## config.mk

```make
export PLATFORM = sky130hd
export DESIGN_NAME = updown_mod_counter
export DESIGN_NICKNAME = d
export VERILOG_FILES = /design/src/rtl/updown_mod_counter.sv
export SDC_FILE = /design/constraint.sdc
export NUM_CORES = 1
export LEC_CHECK = 0
export CORE_AREA = 2 2 39 41
export DETAILED_ROUTE_END_ITERATION = 8
export DIE_AREA = 0 0 41 43
export GPL_TIMING_DRIVEN = 0
export HOLD_SLACK_MARGIN = 0.03
export PLACE_DENSITY = 0.66
export SLEW_MARGIN = 20
export SYNTH_ARGS = -nofsm -noshare
export SYNTH_HDL_FRONTEND = slang
export SYNTH_SLANG_ARGS = --single-unit
```

## constraint.sdc

```tcl
create_clock -name clk -period 3 [get_ports clk]
set_input_delay 0.6 -clock clk [delete_from_list [all_inputs] [get_ports clk]]
set_output_delay 0.6 -clock clk [all_outputs]
set_load 0.005 [all_outputs]
```

## src/rtl/updown_mod_counter.sv

```systemverilog
// Parametrised up/down modulo counter with clear, load, wrap/saturate mode,
// combinational terminal count, one-cycle wrap pulse and sticky overflow.
module updown_mod_counter #(
  parameter int WIDTH    = 4,
  parameter int MAX      = 2**WIDTH-1,
  parameter bit SATURATE = 1'b0,
  parameter int RST_VAL  = 0
) (
  input  logic             clk,
  input  logic             reset,
  input  logic             enable,
  input  logic             clear,
  input  logic             load,
  input  logic [WIDTH-1:0] load_val,
  input  logic             up_dn,
  output logic [WIDTH-1:0] out,
  output logic             tc,
  output logic             wrap,
  output logic             ovf
);

  localparam logic [WIDTH-1:0] LP_MAX = WIDTH'(MAX);
  localparam logic [WIDTH-1:0] LP_RST = WIDTH'(RST_VAL);

  logic [WIDTH-1:0] r_count;
  logic             r_wrap;
  logic             r_ovf;

  logic             w_atMax;
  logic             w_atZero;
  logic             w_bound;
  logic [WIDTH-1:0] w_stepVal;

  assign w_atMax  = (r_count == LP_MAX);
  assign w_atZero = (r_count == '0);
  assign w_bound  = enable & (up_dn ? w_atMax : w_atZero);

  // Next value for an enabled step; bounds wrap modulo MAX+1 or hold when saturating.
  always_comb begin
    w_stepVal = r_count;
    if (up_dn) begin
      if (w_atMax) w_stepVal = SATURATE ? LP_MAX : '0;
      else         w_stepVal = r_count + 1'b1;
    end else begin
      if (w_atZero) w_stepVal = SATURATE ? '0 : LP_MAX;
      else          w_stepVal = r_count - 1'b1;
    end
  end

  always_ff @(posedge clk or negedge reset) begin
    if (!reset) begin
      r_count <= LP_RST;
      r_wrap  <= 1'b0;
      r_ovf   <= 1'b0;
    end else if (clear) begin
      r_count <= '0;
      r_wrap  <= 1'b0;
      r_ovf   <= 1'b0;
    end else if (load) begin
      // Out-of-range loads clamp so the count never exceeds MAX.
      r_count <= (load_val > LP_MAX) ? LP_MAX : load_val;
      r_wrap  <= 1'b0;
    end else if (enable) begin
      r_count <= w_stepVal;
      r_wrap  <= w_bound;
      if (w_bound) r_ovf <= 1'b1;
    end else begin
      r_wrap  <= 1'b0;
    end
  end

  assign out  = r_count;
  assign tc   = w_bound;
  assign wrap = r_wrap;
  assign ovf  = r_ovf;

endmodule

```

# --- Word level (Yosys, flattened, before mapping) ---
# Cells that the tools add are included.
# Widths: inputs -> output; s select.
classes:
  muxes: 15
  eq_ne: 2
  add_sub_neg: 2
  n_bitwise: 1
  n_reduce_logical: 5
  n_lt_le_gt_ge: 1
ops:
  columns: ["op", "count"]
  rows:
  - ["$mux 4", 7]
  - ["$mux 1", 8]
  - ["$add 4x1->4 const B", 1]
  - ["$eq 4x4->1 const B", 1]
  - ["$gt 4x4->1 const B", 1]
  - ["$logic_not 4->1", 1]
  - ["$reduce_bool 2->1", 2]
  - ["$sub 4x1->4 const B", 1]
  - ["$reduce_and 3->1", 1]
  - ["$reduce_bool 3->1", 1]
  - ["$ne 2x2->1 const B", 1]
  - ["$and 1x1->1", 1]
word_totals:
  out_inout_bits: 7
  register_bits: 6
  in_bits: 10
  elab_cells: 29

# --- Longest topological paths before layout ---
logic_depth:
  ltp_word: 7
  depth_mapped: 6
  mapped_depth_nobuf: 6

# --- Least setup slack after synthesis ---
# OpenSTA, ideal clock, no wires.
synth_timing:
  kind: "input -> output"
  startpoint: "input up_dn"
  endpoint: "output tc"
  path_buffers: 1
  required_time_ns: 2.400
  path_stages: 3
  arrival_ns: 1.419
  slack_ns: 0.981
  path_cell_list: "clkbuf_1 -> or4b_1 -> a21oi_1"
synth_between:
  elab_chain_len: 2
synth_rtl:
  columns: ["element", "line", "rtl"]
  rows:
  - ["start: declaration", "15", "input logic up_dn,"]
  - ["$mux 1", "36", "assign w_bound = enable & (up_dn ? w_atMax : w_atZero);"]
  - ["$and 1x1->1", "36", null]
  - ["end: declaration", "17", "output logic tc,"]
# Every way passes these cells.

# --- Worst setup path after layout ---
layout_timing:
  startpoint: "register r_count[0] (netlist: out[0])"
  endpoint: "output tc"
layout_between:
  elab_chain_len: 3
  word_cells_on_any_way: 4
  classes_between: "1 x eq/ne; 1 x mux; 1 x bitwise; 1 x reduce/logical"
layout_rtl:
  columns: ["element", "line", "rtl"]
  rows:
  - ["start: declaration", "25", "logic [WIDTH-1:0] r_count;"]
  - ["start signal: assignment", "61", "r_count <= (load_val > LP_MAX) ? LP_MAX : load_val;"]
  - ["start signal: assignment", "64", "r_count <= w_stepVal;"]
  - ["$eq 4x4->1 or $logic_not 4->1 (tied branches)", "34, 35", null]
  - ["$mux 1 *", "36", null]
  - ["$and 1x1->1 *", "36", null]
# Mark *: on every way between the ends. The rest lies on a longest branch, timed or not.

==> impl_metrics.env <==
export IMPL_hold_path_depth=2
export IMPL_drive_gt1_share_pct=10.3
export IMPL_grt_setup_unrepaired="false"
export IMPL_wire_per_inst_um=10.9
export IMPL_insertion_delay_ps=240
export IMPL_synthTopCellsByCount="7 x a21oi_1, 7 x inv_1, 6 x dfrtp_1, 4 x o21ai_0"
export IMPL_io_pins=17
export IMPL_rows=14
export IMPL_cpMaxStageDelayCell="clkdlybuf4s50_1"
export IMPL_rr_startpoint="out[0]$_DFFE_PN0P_"
export IMPL_highest_layer="met3"
export IMPL_n_antenna_cell=0
export IMPL_yosysSeqAreaShare_pct=34.8
export IMPL_synth_cell_types=25
export IMPL_power_leakage_nw=0.258
export IMPL_track_usage_pct=13.0
export IMPL_r2r_cells=6
export IMPL_synth_top_cell_area_share_pct=34.8
export IMPL_drt_pass1_iter_count=4
export IMPL_ys_warn_count=0
export IMPL_min_period_ps=2830
export IMPL_start_kind="flop"
export IMPL_clock_path_buffers=2
export IMPL_fin_skew_ps=2.59
export IMPL_setup_viol=0
export IMPL_cpPeakStageDelay_ps=540
export IMPL_layout_area_overhead_vs_synth_pct=42.3
export IMPL_cts_tree="built"
export IMPL_vias=417
export IMPL_ys_ff_latch=6
export IMPL_via_per_inst=4.96
export IMPL_power_density_nw_per_um2=370
export IMPL_arrival_ps=2230
export IMPL_maxCapViolCount=0
export IMPL_avgSynthCellArea_um2=8.46
export IMPL_start_util_pct=31.2
export IMPL_post_cts_resize_count=0
export IMPL_whs_ps=513
export IMPL_fin_setup_tns_ps=0
export IMPL_status="finished clean"
export IMPL_globalRoute_totalOverflow=0
export IMPL_synthTopCellsByArea="dfrtp_1 35%, a21oi_1 8.1%, inv_1 6.1%, ha_1 5.8%, o21ai_0 4.6%"
export IMPL_max_freq_mhz=353
export IMPL_async_flop_share_pct=100
export IMPL_dieArea_um2=1760
export IMPL_io_buffer_count=14
export IMPL_worst_slew_pin_slew_ps=343
export IMPL_cp_cell_sequence="inv_1 > ha_1 > or4b_1 > a21oi_1 > clkdlybuf4s50_1"
export IMPL_drt_initial_drc_count=11
export IMPL_min_path_type="flop to flop"
export IMPL_timing_rr_end="ovf$_DFFE_PN0P_"
export IMPL_hold_viol_final=0
export IMPL_htreeDepth=1
export IMPL_fin_crit_sh_pct=94.4
export IMPL_syn_num_nets=63
export IMPL_dr_wl_met2_um=449
export IMPL_grt_pass1_wl_um=1570
export IMPL_hold_start="ovf$_DFFE_PN0P_"
export IMPL_rrSetupSlack_ps=1210
export IMPL_cts_root_buf="clkbuf_4"
export IMPL_yosysTopAreaCell="dfrtp_1"
export IMPL_end_kind="primary output"
export IMPL_grt_pass1_vias=381
export IMPL_slew_headroom_pct=77.2
export IMPL_synth_edf_count=0
export IMPL_cts_buffers=3
export IMPL_crit_required_ps=2400
export IMPL_routed_wl_um=914
export IMPL_nNetsFinal=82
export IMPL_path_buf_inv=2
export IMPL_slew_violations=0
export IMPL_dp_hpwl_um=747
export IMPL_synth_main_ff_cell="dfrtp_1"
export IMPL_crit_type="flop to primary output"
export IMPL_ant_nets=0
export IMPL_synth_cells=51
export IMPL_drc=0
export IMPL_vdd_drop_max_mv=0.224
export IMPL_wl_met3_um=50
export IMPL_wl_met1_um=414
export IMPL_fp_dieH_um=43
export IMPL_core_area_um2=1380
export IMPL_whs_endpoint="ovf$_DFFE_PN0P_"
export IMPL_dieWidth_um=41
export IMPL_path_max_fanout=9
export IMPL_post_cts_setup_buffers=0
export IMPL_path_delay_family="buffers and inverters"
export IMPL_cts_hold_buf=0
export IMPL_place_gp_congestion=0.720
export IMPL_antenna_found_initial=0
export IMPL_path_clk_slew_ps=40
export IMPL_syn_cell_area_um2=432
export IMPL_grt_max_degree=10
export IMPL_power_total_w=0.000227
export IMPL_clock_sinks=6
## power by group
group | switching (W) | total, W | internal [W] | leakage [nW]
combinational | 0.0000258 | 0.0000618 | 0.0000360 | 0.165
sequential | 0.00000936 | 0.0000956 | 0.0000862 | 0.0794
clock | 0.0000249 | 0.0000698 | 0.0000450 | 0.0138
## worst max-delay path by stage
stage / cells past startpoint / slack [ps] / startpoint / to
global route: 5 / 40 / out[0]$_DFFE_PN0P_ / tc
detailed placement: 4 / 370 / up_dn / tc
global placement: 4 / 390 / up_dn / tc
finish: 5 / 170 / out[0]$_DFFE_PN0P_ / tc
CTS: 5 / 180 / out[0]$_DFFE_PN0P_ / tc
floorplan: 3 / 980 / up_dn / tc
## kinds of logic (layout without fill, tap and decap cells)
family / after synthesis / in the layout / share of synthesized area [%]
multiplexers: 1 / 1 / 2.32
AND/OR/NAND/NOR: 12 / 12 / 16.2
AO/OA/AOI/OAI: 18 / 18 / 28.1
flip-flops: 6 / 6 / 34.8
adder cells (fa/ha/maj): 2 / 2 / 5.80
XOR/XNOR: 2 / 2 / 4.06
buffers and inverters: 10 / 27 / 8.70
## sequential cells by signal (all words and copies together), names as in the netlist
| signal | count |
|---|---|
| out | 4 |
| ovf | 1 |
| wrap | 1 |
## per-layer routing
metal  track usage [%]  vias up
met1              16.6      188
met4              6.00        0
met3              3.66        0
met2              19.4       15
li1                  -      214
met5                 0        -
## cells in the final DEF, fill, tap and decap left out, types with 2 or more instances in the layout
| cell type | instances |
|---|---|
| clkbuf_1 | 2 |
| clkdlybuf4s50_1 | 14 |
| inv_1 | 7 |
| nand2b_1 | 2 |
| clkbuf_4 | 3 |
| o21ai_0 | 4 |
| xnor2_1 | 2 |
| a21oi_1 | 7 |
| nor2_1 | 2 |
| nand2_1 | 2 |
| ha_1 | 2 |
| dfrtp_1 | 6 |
## through the flow
stage / area, um2 / worst slack, ps / util, % / instances
2_1_floorplan: 432 / 981 / - / 51
3_3_place_gp: 592 / 388 / 42.8 / 81
3_5_place_dp: 592 / 369 / 42.8 / 81
4_1_cts: 614 / 182 / 44.4 / 84
5_1_grt: 614 / 43.4 / 44.4 / 84
6_report: 614 / 169 / 44.4 / 84
## worst reg2reg max path, stage by stage, from the launching register on
cell and delay (ps):
dfrtp_1 460, inv_1 110, ha_1 190, or4b_1 440, a21oi_1 250, nand2b_1 110, a21oi_1 150
## final cells by class
type / instances / area [um2]
plain buffers: 2 / 7.51
clock buffers: 3 / 22.5
fillers: 137 / 769
inverters: 8 / 30.0
multi-input cells: 35 / 244
flip-flops and latches: 6 / 150
well taps: 16 / 20.0
repair buffers: 14 / 140
Power figures use the tool's default switching activity.
